`src/rtl/usb_nint_pkg.sv`:
```
// usb_nint_gen shared definitions.
// Register map, CONTROL bit indices and pulser FSM states.
package usb_nint_pkg;

  localparam logic [1:0] ADDR_STATUS  = 2'd0;
  localparam logic [1:0] ADDR_ENABLE  = 2'd1;
  localparam logic [1:0] ADDR_CONTROL = 2'd2;
  localparam logic [1:0] ADDR_PENDING = 2'd3;

  localparam int CTRL_MODE  = 0;
  localparam int CTRL_FORCE = 1;

  typedef enum logic [1:0] {
    IDLE,
    ASSERT,
    GAP
  } pstate_e;

endpackage

```
`src/rtl/usb_nint_gen_if.sv`:
```
// Avalon-MM slave bundle for usb_nint_gen.
// Master drives the access, slave returns registered readdata.
interface usb_nint_gen_if;

  logic [1:0]  address;
  logic        chipselect;
  logic        write_n;
  logic [31:0] writedata;
  logic [31:0] readdata;

  modport master (
    output address, chipselect, write_n, writedata,
    input  readdata
  );

  modport slave (
    input  address, chipselect, write_n, writedata,
    output readdata
  );

endinterface

```
`src/rtl/usb_nint_pulser.sv`:
```
// Pulse-mode nINT generator: request latch, IDLE/ASSERT/GAP FSM
// and a load-on-entry down counter.
module usb_nint_pulser
  import usb_nint_pkg::*;
#(
  parameter int PULSE_CYCLES = 16,
  parameter int GAP_CYCLES   = 4
) (
  input  logic clk,
  input  logic reset,
  input  logic pend_any,
  input  logic evt,
  input  logic restart,
  output logic nint
);

  localparam int MAXC = (PULSE_CYCLES > GAP_CYCLES) ?
                        PULSE_CYCLES : GAP_CYCLES;
  localparam int CW = $clog2(MAXC + 1);
  localparam logic [CW-1:0] P_LOAD = CW'(PULSE_CYCLES - 1);
  localparam logic [CW-1:0] G_LOAD = CW'(GAP_CYCLES - 1);

  pstate_e       state_q, state_d;
  logic [CW-1:0] cnt_q, cnt_d;
  logic          req_q, req_d;
  logic          prev_q, prev_d;
  logic          nint_q, nint_d;

  always_comb begin
    state_d = state_q;
    cnt_d   = cnt_q;
    nint_d  = nint_q;
    prev_d  = pend_any;
    req_d   = req_q | (pend_any & ~prev_q) | evt;
    if (restart) begin
      state_d = IDLE;
      cnt_d   = '0;
      req_d   = 1'b0;
      nint_d  = 1'b1;
    end else begin
      unique case (state_q)
        IDLE: begin
          // Clear beats a same-edge set: the event strobe and
          // the pend_any rise it causes land one cycle apart.
          if (req_q) begin
            state_d = ASSERT;
            cnt_d   = P_LOAD;
            req_d   = 1'b0;
            nint_d  = 1'b0;
          end
        end
        ASSERT: begin
          if (cnt_q == '0) begin
            state_d = GAP;
            cnt_d   = G_LOAD;
            nint_d  = 1'b1;
          end else begin
            cnt_d = cnt_q - 1'b1;
          end
        end
        GAP: begin
          if (cnt_q == '0) state_d = IDLE;
          else cnt_d = cnt_q - 1'b1;
        end
        default: state_d = IDLE;
      endcase
    end
  end

  always_ff @(posedge clk) begin
    if (reset) begin
      state_q <= IDLE;
      cnt_q   <= '0;
      req_q   <= 1'b0;
      prev_q  <= 1'b0;
      nint_q  <= 1'b1;
    end else begin
      state_q <= state_d;
      cnt_q   <= cnt_d;
      req_q   <= req_d;
      prev_q  <= prev_d;
      nint_q  <= nint_d;
    end
  end

  assign nint = nint_q;

endmodule

```
`src/rtl/usb_nint_gen.sv`:
```
// USB sideband interrupt generator: sticky STATUS, ENABLE mask,
// CONTROL mode/force, registered read mux and active-low nint.
module usb_nint_gen
  import usb_nint_pkg::*;
#(
  parameter int EVENTS       = 8,
  parameter int PULSE_CYCLES = 16,
  parameter int GAP_CYCLES   = 4
) (
  input  logic              clk,
  input  logic              reset,
  usb_nint_gen_if.slave     bus,
  input  logic [EVENTS-1:0] event_in,
  output logic              nint
);

  logic [EVENTS-1:0] status_q, status_d;
  logic [EVENTS-1:0] enable_q, enable_d;
  logic [1:0]        ctrl_q, ctrl_d;
  logic [31:0]       rdata_q, rdata_d;
  logic              lvl_q, lvl_d;
  logic              wr, wr_status, wr_enable, wr_ctrl;
  logic [EVENTS-1:0] clr_mask;
  logic              pend_any;
  logic              pulse_nint;

  assign wr        = bus.chipselect & ~bus.write_n;
  assign wr_status = wr && (bus.address == ADDR_STATUS);
  assign wr_enable = wr && (bus.address == ADDR_ENABLE);
  assign wr_ctrl   = wr && (bus.address == ADDR_CONTROL);
  assign clr_mask  = wr_status ? bus.writedata[EVENTS-1:0] : '0;
  assign pend_any  = (|(status_q & enable_q)) | ctrl_q[CTRL_FORCE];

  always_comb begin
    status_d = (status_q & ~clr_mask) | event_in;
    enable_d = wr_enable ? bus.writedata[EVENTS-1:0] : enable_q;
    ctrl_d   = wr_ctrl ? bus.writedata[1:0] : ctrl_q;
    lvl_d    = wr_ctrl | ~pend_any;
    rdata_d  = '0;
    unique case (bus.address)
      ADDR_STATUS:  rdata_d = 32'(status_q);
      ADDR_ENABLE:  rdata_d = 32'(enable_q);
      ADDR_CONTROL: rdata_d = {30'd0, ctrl_q};
      ADDR_PENDING: rdata_d = 32'(status_q & enable_q);
      default:      rdata_d = '0;
    endcase
  end

  always_ff @(posedge clk) begin
    if (reset) begin
      status_q <= '0;
      enable_q <= '0;
      ctrl_q   <= '0;
      rdata_q  <= '0;
      lvl_q    <= 1'b1;
    end else begin
      status_q <= status_d;
      enable_q <= enable_d;
      ctrl_q   <= ctrl_d;
      rdata_q  <= rdata_d;
      lvl_q    <= lvl_d;
    end
  end

  usb_nint_pulser #(
    .PULSE_CYCLES (PULSE_CYCLES),
    .GAP_CYCLES   (GAP_CYCLES)
  ) u_pulser (
    .clk      (clk),
    .reset    (reset),
    .pend_any (pend_any),
    .evt      (|(event_in & enable_q)),
    .restart  (wr_ctrl),
    .nint     (pulse_nint)
  );

  assign bus.readdata = rdata_q;
  assign nint = ctrl_q[CTRL_MODE] ? pulse_nint : lvl_q;

endmodule

```
`src/flat_wrapper.sv`:
```
// flat-port wrapper written by rule: the top's interface ports become plain ports
module usb_nint_gen_flat import usb_nint_pkg::*;
#(
  parameter int EVENTS       = 8,
  parameter int PULSE_CYCLES = 16,
  parameter int GAP_CYCLES   = 4
)
  (clk, reset, event_in, nint, bus_address, bus_chipselect, bus_write_n, bus_writedata, bus_readdata);
  usb_nint_gen_if bus_i ();
  input  logic clk;
  input  logic reset;
  input  logic [EVENTS-1:0] event_in;
  output logic nint;
  input wire logic [$bits(bus_i.address)-1:0] bus_address;
  input wire logic [$bits(bus_i.chipselect)-1:0] bus_chipselect;
  input wire logic [$bits(bus_i.write_n)-1:0] bus_write_n;
  input wire logic [$bits(bus_i.writedata)-1:0] bus_writedata;
  output wire logic [$bits(bus_i.readdata)-1:0] bus_readdata;
  assign bus_i.address = bus_address;
  assign bus_i.chipselect = bus_chipselect;
  assign bus_i.write_n = bus_write_n;
  assign bus_i.writedata = bus_writedata;
  assign bus_readdata = bus_i.readdata;
  usb_nint_gen #(.EVENTS(EVENTS), .PULSE_CYCLES(PULSE_CYCLES), .GAP_CYCLES(GAP_CYCLES)) u_core (.clk(clk), .reset(reset), .bus(bus_i), .event_in(event_in), .nint(nint));
endmodule
```
`config.mk`:
```
export PLATFORM = sky130hd
export DESIGN_NAME = usb_nint_gen_flat
export DESIGN_NICKNAME = d
export VERILOG_FILES = /design/src/rtl/usb_nint_pkg.sv /design/src/rtl/usb_nint_gen_if.sv /design/src/rtl/usb_nint_pulser.sv /design/src/rtl/usb_nint_gen.sv /design/src/flat_wrapper.sv
export SDC_FILE = /design/constraint.sdc
export NUM_CORES = 1
export LEC_CHECK = 0
export CAP_MARGIN = 20
export CORE_UTILIZATION = 46
export CTS_CLUSTER_SIZE = 16
export DETAILED_ROUTE_END_ITERATION = 10
export HOLD_SLACK_MARGIN = 0.05
export PLACE_DENSITY = 0.85
export SYNTH_ARGS = -nofsm -noshare
export SYNTH_HDL_FRONTEND = slang
export SYNTH_SLANG_ARGS = --single-unit
```
`constraint.sdc`:
```
create_clock -name clk -period 4.85 [get_ports clk]
set_clock_uncertainty 0.2 [all_clocks]
set_input_delay 1.455 -clock clk [delete_from_list [all_inputs] [get_ports clk]]
set_output_delay 1.455 -clock clk [all_outputs]
set_load 0.005 [all_outputs]
```
==> flow_summary.yaml <==
route:
  routed.top_layer: "met4"
  dr.pass1.iters: 4
  dr_total_vias: 1561
  postRouteAntennaNets: 0
  drt_iter0_drc: 146
  vias_per_cell: 5.31
  drt-met1-wl_um: 1720
  drc_errors: 0
  wl_met3_um: 176
  wl_met2_um: 1870
  routedWlPerCell_um: 13.0
  wl_um: 3820
worst_setup_path:
  critPathMaxFanout: 16
  worst-r2r-setup-slack_ns: 2.81
  start_kind: "input pin"
  rr_endpoint: "u_core.u_pulser.cnt_q[2]$_SDFFE_PP0P_"
  crit_end: "u_core.status_q[3]$_SDFF_PP0_"
  cp.required_ns: 4.82
  worstSetupEndpointType: "flop"
  rr_worst_depth: 6
  crit_start: "bus_address[0]"
  arrival_ns: 3.36
  reg2reg_from: "u_core.u_pulser.cnt_q[0]$_SDFFE_PP0P_"
  path_class: "in2reg"
grt:
  grt.total_usage_pct: 18.8
  grt_pass1_wl_um: 6220
  grt.overflow.total: 0
  grt_pass1_vias: 1410
  grt_max_degree: 30
  antenna_found_initial: 0
clock_tree:
  holdBufCountCts: 0
  clkLatencyLatePin_ns: 0.29
  cts_buffer_depth: 2
  cts_tree: "yes"
  htreeDepth: 2
  cts_buffers: 5
  postCtsSetupRepairBufs: 0
  ctsRootBufferMaster: "clkbuf_8"
  clkTransAtPathRegs_ns: 0.07
  cts.sinks: 37
  ctsResizeCount: 0
hold_path:
  min-delay-start: "u_core.u_pulser.cnt_q[4]$_SDFFE_PP0P_"
  hold_class: "reg2reg"
cells_and_area:
  drive_gt1_share_pct: 9.02
  fill_cells: 366
  fin_util_pct: 56.5
  nets: 296
  syn_to_final_growth_pct: 17.6
  antennaDiodeCount: 0
place:
  globalplace.congestion: 0.823
  io_buffer_count: 30
  pre_cts_slack_ns: 1.15
  dp_hpwl_um: 2810
timing:
  rsz0062_at_grt: "false"
  fin_crit_ns: 3.39
  max_slew.worst_pin.slew_ns: 0.786
  min_period_over_period_pct: 69.8
  fmax_mhz: 295
  setup_tns_ns: 0
  whs_ns: 0.289
  timing.final.ws_setup_ns: 1.46
  final_max_slew_viol_count: 0
  setup_violations: 0
  maxSlewHeadroom_pct: 47.5
  finalHoldViolCount: 0
floorplanning:
  dieArea_um2: 4440
  std_cell_rows: 23
  core_um2: 4000
  die_x_um: 66.6
  start_util_pct: 48.0
  ios: 79
  die_y_um: 66.6
flow_run:
  cap_violations: 0
synth:
  synth_edf_count: 0
  synthFlopType: "dfxtp_1"
  synthesis.instances: 213
  synth.cell_area_um2: 1920
  async_reset_ff_share_pct: 0
  yosys_warnings: 0
  ys_ff_latch: 37
  ys_types: 46
  seq_area_frac_synth_pct: 38.5
  avgSynthCellArea_um2: 9.02
power:
  p_per_area_nw_per_um2: 380
  vdd_drop_max_uv: 190
  p_leak_nw: 0.870
outcome:
  status: "finished clean"
-- sequential cells by signal (all words and copies together) (netlist names) --
signal and flops:
u_core.u_pulser.nint 1, u_core.status_q 8, u_core.u_pulser.prev_q 1, u_core.u_pulser.state_q 2
u_core.u_pulser.req_q 1, u_core.lvl_q 1, u_core.u_pulser.cnt_q 5, u_core.bus.readdata 8
u_core.ctrl_q 2, u_core.enable_q 8
-- cells by family after synthesis --
family	after synthesis	synth area share (%)
other cells	1	0.195
mux	14	7.36
fa+ha+maj	6	3.91
compound gates	47	18.9
simple gates	72	18.8
flops	37	38.5
buf+inv	36	12.4
-- how the worst min path moves through the flow --
| stage | end | cells past startpoint | slack [ns] |
|---|---|---|---|
| 2_1_floorplan | u_core.u_pulser.cnt_q[4]$_SDFFE_PP0P_ | 2 | 0.24 |
| 3_3_place_gp | u_core.u_pulser.cnt_q[4]$_SDFFE_PP0P_ | 2 | 0.26 |
| 3_5_place_dp | u_core.u_pulser.cnt_q[4]$_SDFFE_PP0P_ | 2 | 0.27 |
| 4_1_cts | u_core.u_pulser.cnt_q[4]$_SDFFE_PP0P_ | 2 | 0.28 |
| 5_1_grt | u_core.u_pulser.cnt_q[4]$_SDFFE_PP0P_ | 2 | 0.32 |
| 6_report | u_core.u_pulser.cnt_q[4]$_SDFFE_PP0P_ | 2 | 0.29 |
-- cell type report --
cell class | count | area, µm² | area share (%)
clock buffers | 7 | 86.3 | 3.82
inverters | 5 | 18.8 | 0.831
multi-input cells | 163 | 1040 | 45.8
flip-flops and latches | 37 | 741 | 32.8
well taps | 50 | 62.6 | 2.77
repair buffers | 32 | 315 | 14.0
-- metrics by stage --
step | instances | cell area [µm²] | power (mW)
after global routing | 294 | 2260 | 0.907
final | 294 | 2260 | 0.859
after floorplan | 236 | 2010 | 0.589
after CTS | 294 | 2260 | 0.860
after detailed placement | 287 | 2170 | 0.645
after global placement | 287 | 2170 | 0.636
-- power by group --
part	switching, mW	internal, mW
clock	0.105	0.113
sequential	0.0330	0.336
combinational	0.139	0.133
-- cell usage after synthesis (2+ instances only) --
cell	instances	share of area (%)
o221a_2	2	1.2
buf_2	2	0.52
nand3_1	2	0.52
mux2i_1	13	6.8
nor2_1	32	6.3
ha_1	6	3.9
a221oi_1	2	0.91
a222oi_1	2	1.0
dfxtp_1	37	39
o21ai_0	4	1.0
nand2_1	16	3.1
nor2b_1	2	0.65
nand2b_1	6	2.0
a21oi_1	15	3.9
nor3_1	3	0.78
a31oi_1	2	0.65
inv_1	5	0.98
clkbuf_1	4	0.78
a32oi_1	6	2.7
a2111oi_0	2	0.91
a22o_1	2	0.91
buf_4	24	9.4
-- routing by layer --
metal,GRT usage (%),vias to the layer above
met1,23.1,733
met3,4.62,7
met4,8.51,0
met2,30.7,51
li1,-,770
met5,0,-
-- layout by cell type, fill, tap and decap left out, types with 2 or more instances in the layout --
| cell | Yosys | routed |
|---|---|---|
| a2111oi_0 | 2 | 2 |
| a21oi_1 | 15 | 15 |
| a221oi_1 | 2 | 2 |
| a222oi_1 | 2 | 2 |
| a22o_1 | 2 | 2 |
| a31oi_1 | 2 | 2 |
| a32oi_1 | 6 | 6 |
| buf_4 | 24 | 2 |
| clkbuf_8 | 1 | 6 |
| clkdlybuf4s50_1 | 0 | 30 |
| conb_1 | 1 | 24 |
| dfxtp_1 | 37 | 37 |
| ha_1 | 6 | 6 |
| inv_1 | 5 | 5 |
| mux2i_1 | 13 | 13 |
| nand2_1 | 16 | 16 |
| nand2b_1 | 6 | 6 |
| nand3_1 | 2 | 2 |
| nor2_1 | 32 | 32 |
| nor2b_1 | 2 | 2 |
| nor3_1 | 3 | 3 |
| o21ai_0 | 4 | 4 |
| o221a_2 | 2 | 2 |
-- worst max-delay path, stage by stage --
cell and delay (ns):
clkdlybuf4s50_1 0.71, nor4b_2 0.82, nand2_1 0.13, a21oi_1 0.18, nor2_1 0.05
No activity file was read; power rests on OpenSTA's default activity.
